**config.mk**
```make
export PLATFORM = sky130hd
export DESIGN_NAME = pipe_hazard_ctl
export DESIGN_NICKNAME = d
export VERILOG_FILES = /design/src/rtl/pipe_hazard_ctl.sv
export SDC_FILE = /design/constraint.sdc
export NUM_CORES = 1
export LEC_CHECK = 0
export ABC_AREA = 0
export ABC_CLOCK_PERIOD_IN_PS = 5800
export CELL_PAD_IN_SITES_DETAIL_PLACEMENT = 1
export CELL_PAD_IN_SITES_GLOBAL_PLACEMENT = 1
export CORE_MARGIN = 4
export CORE_UTILIZATION = 49
export CTS_CLUSTER_SIZE = 24
export DETAILED_ROUTE_END_ITERATION = 12
export DONT_BUFFER_PORTS = 1
export GPL_ROUTABILITY_DRIVEN = 0
export PLACE_DENSITY = 0.83
export SETUP_SLACK_MARGIN = 0.15
export SYNTH_ARGS = -nofsm -noshare
export SYNTH_HDL_FRONTEND = slang
export SYNTH_SLANG_ARGS = --single-unit
```
**constraint.sdc**
```tcl
create_clock -name clk -period 5.8 [get_ports clk]
set_clock_uncertainty 0.15 [all_clocks]
set_input_delay 1.45 -clock clk [delete_from_list [all_inputs] [get_ports clk]]
set_output_delay 1.45 -clock clk [all_outputs]
set_load 0.01 [all_outputs]
```
**src/rtl/pipe_hazard_ctl.sv**
```systemverilog
// Hazard and flush controller beside the ID stage: redirect flush sequencing,
// load-use bubble insertion, memory-wait freeze and saturating event counters.
module pipe_hazard_ctl #(
  parameter int FLUSH_CYCLES        = 2,
  parameter bit REDIRECT_ACTIVE_LOW = 1'b1,
  parameter int REG_AW              = 5,
  parameter int STAT_W              = 16
) (
  input  logic              clk,
  input  logic              rst,
  input  logic              redirect_in,
  input  logic              mem_busy,
  input  logic              ex_mem_read,
  input  logic [REG_AW-1:0] ex_rd,
  input  logic [REG_AW-1:0] id_rs1,
  input  logic [REG_AW-1:0] id_rs2,
  input  logic              id_rs1_used,
  input  logic              id_rs2_used,
  output logic              pc_stall,
  output logic              if_id_stall,
  output logic              if_id_flush,
  output logic              id_ex_stall,
  output logic              id_ex_flush,
  output logic              flushing,
  output logic [STAT_W-1:0] stall_cnt,
  output logic [STAT_W-1:0] lu_cnt
);

  if (FLUSH_CYCLES < 0 || FLUSH_CYCLES > 15) begin : g_bad_flush_cycles
    $error("pipe_hazard_ctl: FLUSH_CYCLES must be in 0..15");
  end

  typedef enum logic {S_IDLE, S_FLUSH} state_t;

  localparam logic [3:0] FLUSH_LOAD = 4'(FLUSH_CYCLES);

  state_t            state_reg, state_next;
  logic [3:0]        cnt_reg, cnt_next;
  logic [STAT_W-1:0] stat_reg  [2];
  logic [STAT_W-1:0] stat_next [2];
  logic [1:0]        stat_event;

  logic              redir;
  logic              luh;
  logic              flush_active;
  logic              stall_raw;
  logic              lu_event;
  logic [REG_AW-1:0] src      [2];
  logic [1:0]        src_used;
  logic [1:0]        src_hit;

  assign redir = REDIRECT_ACTIVE_LOW ? ~redirect_in : redirect_in;

  assign src[0]      = id_rs1;
  assign src[1]      = id_rs2;
  assign src_used[0] = id_rs1_used;
  assign src_used[1] = id_rs2_used;

  for (genvar gi = 0; gi < 2; gi++) begin : g_src
    assign src_hit[gi] = src_used[gi] & (src[gi] == ex_rd);
  end

  // x0 is never a real producer, so a load targeting it cannot cause a hazard.
  assign luh          = ex_mem_read & (ex_rd != '0) & (|src_hit);
  assign flush_active = (state_reg == S_FLUSH);
  assign stall_raw    = mem_busy | (luh & ~redir & ~flush_active);
  assign lu_event     = luh & ~mem_busy & ~redir & ~flush_active;

  always_comb begin
    state_next = state_reg;
    cnt_next   = cnt_reg;
    if (redir) begin
      cnt_next   = FLUSH_LOAD;
      state_next = (FLUSH_CYCLES > 0) ? S_FLUSH : S_IDLE;
    end else if (state_reg == S_FLUSH && !mem_busy) begin
      cnt_next = cnt_reg - 4'd1;
      if (cnt_reg == 4'd1) begin
        state_next = S_IDLE;
      end
    end
  end

  assign stat_event[0] = stall_raw;
  assign stat_event[1] = lu_event;

  for (genvar gi = 0; gi < 2; gi++) begin : g_stat
    assign stat_next[gi] = (stat_event[gi] && stat_reg[gi] != '1)
                         ? stat_reg[gi] + STAT_W'(1) : stat_reg[gi];
  end

  always_ff @(posedge clk) begin
    if (rst) begin
      state_reg   <= S_IDLE;
      cnt_reg     <= 4'd0;
      stat_reg[0] <= '0;
      stat_reg[1] <= '0;
    end else begin
      state_reg   <= state_next;
      cnt_reg     <= cnt_next;
      stat_reg[0] <= stat_next[0];
      stat_reg[1] <= stat_next[1];
    end
  end

  // Reset masks even the combinational terms so nothing leaks out mid-reset.
  assign pc_stall    = ~rst & stall_raw;
  assign if_id_stall = ~rst & stall_raw;
  assign if_id_flush = ~rst & (redir | flush_active);
  assign id_ex_flush = ~rst & (redir | flush_active | (luh & ~mem_busy));
  assign id_ex_stall = ~rst & mem_busy & ~redir;
  assign flushing    = ~rst & flush_active;
  assign stall_cnt   = rst ? '0 : stat_reg[0];
  assign lu_cnt      = rst ? '0 : stat_reg[1];

endmodule

```
Word-level counts from Yosys, hierarchy flattened. Memory sizes are Yosys's and may differ from the RTL's. Index checks and enable logic that the tools add are counted.

Add/sub/neg operators: 3. Equality and inequality tests: 7. Muxes and demuxes: 14. Bitwise gates (word level): 24. Reductions and logical operators: 8.

Operator list (number): 16-bit two-way mux (6); 16-bit by 1-bit adder with 16-bit output (second input constant) (2); 16-bit inequality test (second input constant) (2); 1-bit bitwise AND (15); 5-bit == test (2); 1-bit two-way mux (6); 1-bit bitwise OR (5); 5-bit nonzero test (1); 4-bit by 1-bit == test with 1-bit output (second input constant) (1); 2-bit two-way mux (2); 2-bit by 1-bit inequality test with 1-bit output (second input constant) (2); 1-bit NOT (4); 2-bit OR reduction (2); 4-bit by 1-bit subtractor with 4-bit output (second input constant) (1); 1-bit logical AND (3); 2-bit AND reduction (1); 1-bit zero test (1).

Register bits after elaboration: 5. Memory bits (writable): 32. Bits of input ports: 22. Word-level logic and storage cells: 60. Memories: 1.

Memory list: stat_reg (depth 2, width 16, rd ports 2, clocked after Yosys merged registers in 0, wr ports 2, RTL line 39) `logic [STAT_W-1:0] stat_reg [2];`.

Depth between registers and ports, before layout.
Depth in word-level cells: 10. Depth in mapped cells: 7. Mapped depth without buffers: 7.

Worst setup path before layout. OpenSTA, ideal clock, no wires.

Path kind: input -> output. Start: input ex_rd[0]. End: output pc_stall. Arrival time: 2.871 ns. Path slack: 1.329 ns. Stages on the path: 7. Path buffers: 2. Path through: or4_1 o211ai_2 inv_2 a21oi_4 buf_6 nor2_1 buf_4.

Word-level cells in the longest chain between the ends: 8. Elaborated cells between the ends (all ways): 12.

RTL lines: start, declared (RTL line 14) `input logic [REG_AW-1:0] ex_rd,`; 5-bit == test (RTL line 60) `assign src_hit[gi] = src_used[gi] & (src[gi] == ex_rd);`; 1-bit bitwise AND (RTL line 60); 2-bit OR reduction (RTL line 64) `assign luh = ex_mem_read & (ex_rd != '0) & (|src_hit);`; 1-bit bitwise AND * (RTL line 64); 1-bit bitwise AND * (2 in series) (RTL line 66) `assign stall_raw = mem_busy | (luh & ~redir & ~flush_active);`; 1-bit bitwise OR * (RTL line 66); 1-bit bitwise AND *; end, declared (RTL line 19) `output logic pc_stall,`.

Mark *: on every way between the ends. The rest lies on a longest branch, timed or not.

Final worst setup path.
Start: input ex_rd[0]. End: output if_id_stall.

Word-level cells in the longest chain between the ends: 8. Elaborated cells between the ends (all ways): 12.

RTL lines: 5-bit == test (RTL line 60); 1-bit bitwise AND (RTL line 60); 2-bit OR reduction (RTL line 64); 1-bit bitwise AND * (RTL line 64); 1-bit bitwise AND * (2 in series) (RTL line 66); 1-bit bitwise OR * (RTL line 66); 1-bit bitwise AND * (RTL line 107) `assign if_id_stall = ~rst & stall_raw;`; end, declared (RTL line 20) `output logic if_id_stall,`.

Marked as above.

==> summary.md <==
The post-DP HPWL is 3980 µm. The logs give 319 for the final non-filler cell total and 8480 µm for the global-route wire length before repair. The clock net in this run drives a total of 37 sinks.

Sequential elements use 33.4% of the synthesized area. The number of detailed-route iterations in the first pass came out at 2. The overall die area is 5670 µm², and the sum of negative setup slack is 0 ps. After detailed routing, the wire length on met1 is 2150 µm.

After layout, the minimum clock period comes to 4510 ps. The tools report the cell at the root of the clock tree as sky130_fd_sc_hd__clkbuf_8. The detailed router finished its first iteration with 81 violations.

The internal power of the cells totals 356 µW. The synthesized area per cell is 8.22 µm², and the width of the die is 75.3 µm. Of the total power, the share spent switching nets is 22.9%.

The flow ran to the end, and the final reports show no timing, DRC or antenna violations. The number of global-route vias before repair is 1898. Along the worst path, the maximum fanout reaches 15. Derived from the worst setup path, the maximum achievable clock frequency is 222 MHz. Worst hold path cell count: 2. After clock tree synthesis, the repair step resized 0 gates.

For the worst flop-to-flop path, the logic depth is 7. The repair_antennas step left the layout with diodes totalling 0. Per report_power, the clock group accounts for 37.3% of the total.

Buffers added to address setup during post-CTS repair amount to 0. After detailed routing, the number of vias per cell comes to 5.82. STA classifies the critical path startpoint as an input pin. The detail route stage leaves a number of antenna-violating nets equal to 0. At the later pin of the worst-skew pair, clock insertion delay measures 290 ps. Wires add up to 5290 µm.

The run gives 1290 ps as the worst slack after detailed placement. The register with the most flip-flops in the layout has 32 of them. The logs give 0 for the number of buffers added to fix hold violations after cts and 2690 µm for the total length of routed met2 wires. Entering global routing, the biggest net connects 72 pins. The most used flip-flop cell after synthesis was sky130_fd_sc_hd__dfxtp_1. The total clock buffers created by CTS came out at 5. Setup repair after global routing left no endpoint under its margin. For the total nets after synthesis, the log shows 296. Counting flops with a built-in enable in the synthesized netlist gives 0. The post-synthesis cell area was 2220 µm².

The final hold violation count came out at 0. From bottom edge to top edge, the die measures 75.3 µm. The total of fill cells in the finished design was 568; the ratio of cells with drive above 1 in the final layout was 10.5%.

The detailed router used layers up to and including met4. Across every metal layer, demand over resource in global routing totals 19.4%. The number of cell rows is 24, and the number of unique standard cell types used by synthesis is 44.

The number of nets in the finished design was 292; the number of I/O pins was 60. Global routing finished with a remaining overflow of 0. Detailed routing placed a total of 387 µm of wire on met3. The number of placed instances, taps included, is 311. The number of antenna violations at the first check in global routing was 0; the reported leakage power was 0.000830 µW.

The logs give 57.9% for the tightest slew margin relative to the limit and 0 for the reported max-cap violation count. The critical path in this run is classified as in2out. Relative to the synthesized area, the layout overhead comes to 4.12%. In this run the number of H-tree levels came out at 2. Summed over all nets, the switching power comes to 106 µW. Dividing the final minimum period by the clock period gives 77.7%. No sink is reached through more buffers than the 2 on the longest clock path. For this configuration, the core starts out at a cell density of 50.6%.

The min-delay analysis places its worst path in the category reg2reg. For the overall power, the log shows 462 µW. Of the total power, registers draw 56.1%.

After detailed routing, the average wire length per cell comes to 16.6 µm. Clock-pin slew was measured on the worst setup and hold paths at 70 ps. The share of flip-flops with an asynchronous set or reset after synthesis was 0%; the data arrival time of the critical path was 2910 ps.

The routed layout has 1858 vias. At the worst endpoint, the required time is 4200 ps. Counting every instance in the synthesized netlist gives 270. The core region is 4380 µm². The number of warnings reported in the yosys synthesis log was 0.

TritonCTS built the clock tree. The final-report max-slew violation count is 0. Power density normalized to cell area: 200 nW/µm². Counting flops and latches in the post-synthesis netlist gives 37. The kind of capture point of the worst setup path was an output pin. The final worst setup slack is 1290 ps, and the number of failing setup endpoints in the final timing report is 0. Count of port buffers added during placement: 0. IR analysis of the VDD net gives a maximum drop of 0.113 mV.

At the pin with the least slew margin, the transition time is 631 ps. In the routed design, unresolved DRC markers number 0. The combinational group share of total power is 6.6%.
Yosys cell counts (2+ instances only):
cell type                  instances  area, µm²
sky130_fd_sc_hd__and2_1            3       18.8
sky130_fd_sc_hd__mux2_2           16        180
sky130_fd_sc_hd__nand3_1           6       30.0
sky130_fd_sc_hd__and4_1            2       17.5
sky130_fd_sc_hd__nand4_1           8       50.1
sky130_fd_sc_hd__o21ai_0          12       60.1
sky130_fd_sc_hd__ha_1              4       50.1
sky130_fd_sc_hd__xnor2_1          11       96.3
sky130_fd_sc_hd__nor3_1            4       20.0
sky130_fd_sc_hd__and3_1            3       18.8
sky130_fd_sc_hd__nor4_1            8       50.1
sky130_fd_sc_hd__nor3b_1           2       15.0
sky130_fd_sc_hd__a211oi_1          2       15.0
sky130_fd_sc_hd__a21oi_1           6       30.0
sky130_fd_sc_hd__xor2_1            5       43.8
sky130_fd_sc_hd__nor2b_1          35        219
sky130_fd_sc_hd__dfxtp_1          37        741
sky130_fd_sc_hd__inv_1             5       18.8
sky130_fd_sc_hd__nand2b_1          2       12.5
sky130_fd_sc_hd__nor4b_1           2       17.5
sky130_fd_sc_hd__or4_1             8       60.1
sky130_fd_sc_hd__nor2_1           31        116
sky130_fd_sc_hd__buf_1             2       7.51
sky130_fd_sc_hd__nand2_1          29        109
sky130_fd_sc_hd__clkbuf_1          6       22.5
sky130_fd_sc_hd__or3_1             3       18.8
final timing paths:
kind,from,end,slack (ps)
min,stat_reg[0][0]$_SDFFE_PP0P_,stat_reg[0][0]$_SDFFE_PP0P_,370
max reg2reg,stat_reg[0][0]$_SDFFE_PP0P_,stat_reg[0][15]$_SDFFE_PP0P_,3360
max,ex_rd[0],if_id_stall,1290
min reg2reg,stat_reg[0][0]$_SDFFE_PP0P_,stat_reg[0][0]$_SDFFE_PP0P_,370
critical path: stages:
cell	delay [ps]
sky130_fd_sc_hd__or4_1	560
sky130_fd_sc_hd__o211ai_2	240
sky130_fd_sc_hd__inv_2	100
sky130_fd_sc_hd__a21oi_4	360
sky130_fd_sc_hd__nor2_1	190
cell type report:
cell class              instances  area, µm²  area share, %
well taps                      52       65.1           2.82
multi-input cells             216       1400           60.7
flip-flops and latches         37        741           32.1
clock buffers                   8       80.1           3.47
inverters                       6       22.5          0.975
power by group through the flow:
stage	clock (µW)	sequential [µW]	combinational, µW
floorplan	0	264	33.5
global route	190	260	34.9
finish	172	259	30.3
CTS	179	259	30.9
global placement	0	265	29.1
detailed placement	0	265	30.9
cell families after synthesis:
logic type / synth area share [%]
flip-flops: 33.4
adder cells (fa/ha/maj): 2.25
buffers and inverters: 3.44
AO/OA/AOI/OAI: 8.68
AND/OR/NAND/NOR: 37.3
XOR/XNOR: 6.31
multiplexers: 8.62
cells in the final DEF (no fill, tap or decap), types with 3 or more instances in the layout:
master                     netlist  layout
sky130_fd_sc_hd__a21oi_1         6       6
sky130_fd_sc_hd__and2_1          3       3
sky130_fd_sc_hd__and3_1          3       3
sky130_fd_sc_hd__clkbuf_1        6       3
sky130_fd_sc_hd__clkbuf_8        0       5
sky130_fd_sc_hd__dfxtp_1        37      37
sky130_fd_sc_hd__ha_1            4       4
sky130_fd_sc_hd__inv_1           5       5
sky130_fd_sc_hd__mux2_2         16      16
sky130_fd_sc_hd__nand2_1        29      29
sky130_fd_sc_hd__nand3_1         6       6
sky130_fd_sc_hd__nand4_1         8       8
sky130_fd_sc_hd__nor2_1         31      31
sky130_fd_sc_hd__nor2b_1        35      35
sky130_fd_sc_hd__nor3_1          4       4
sky130_fd_sc_hd__nor4_1          8       8
sky130_fd_sc_hd__o21ai_0        12      12
sky130_fd_sc_hd__or3_1           3       3
sky130_fd_sc_hd__or4_1           8       8
sky130_fd_sc_hd__xnor2_1        11      11
sky130_fd_sc_hd__xor2_1          5       5
per-stage QoR:
stage | area, µm² | hold WS, ps | utilization (%)
2_1_floorplan | 2220 | 312 | -
3_3_place_gp | 2230 | 328 | 50.9
4_1_cts | 2310 | 374 | 52.7
5_1_grt | 2310 | 410 | 52.7
3_5_place_dp | 2230 | 331 | 50.9
6_report | 2310 | 374 | 52.7
routing by layer:
metal | up-vias | global-route usage, %
met5 | - | 0
met4 | 0 | 5.83
met3 | 7 | 5.80
met2 | 44 | 35.7
met1 | 868 | 21.3
li1 | 939 | -
Note: power is estimated with default switching activity, not from simulation.
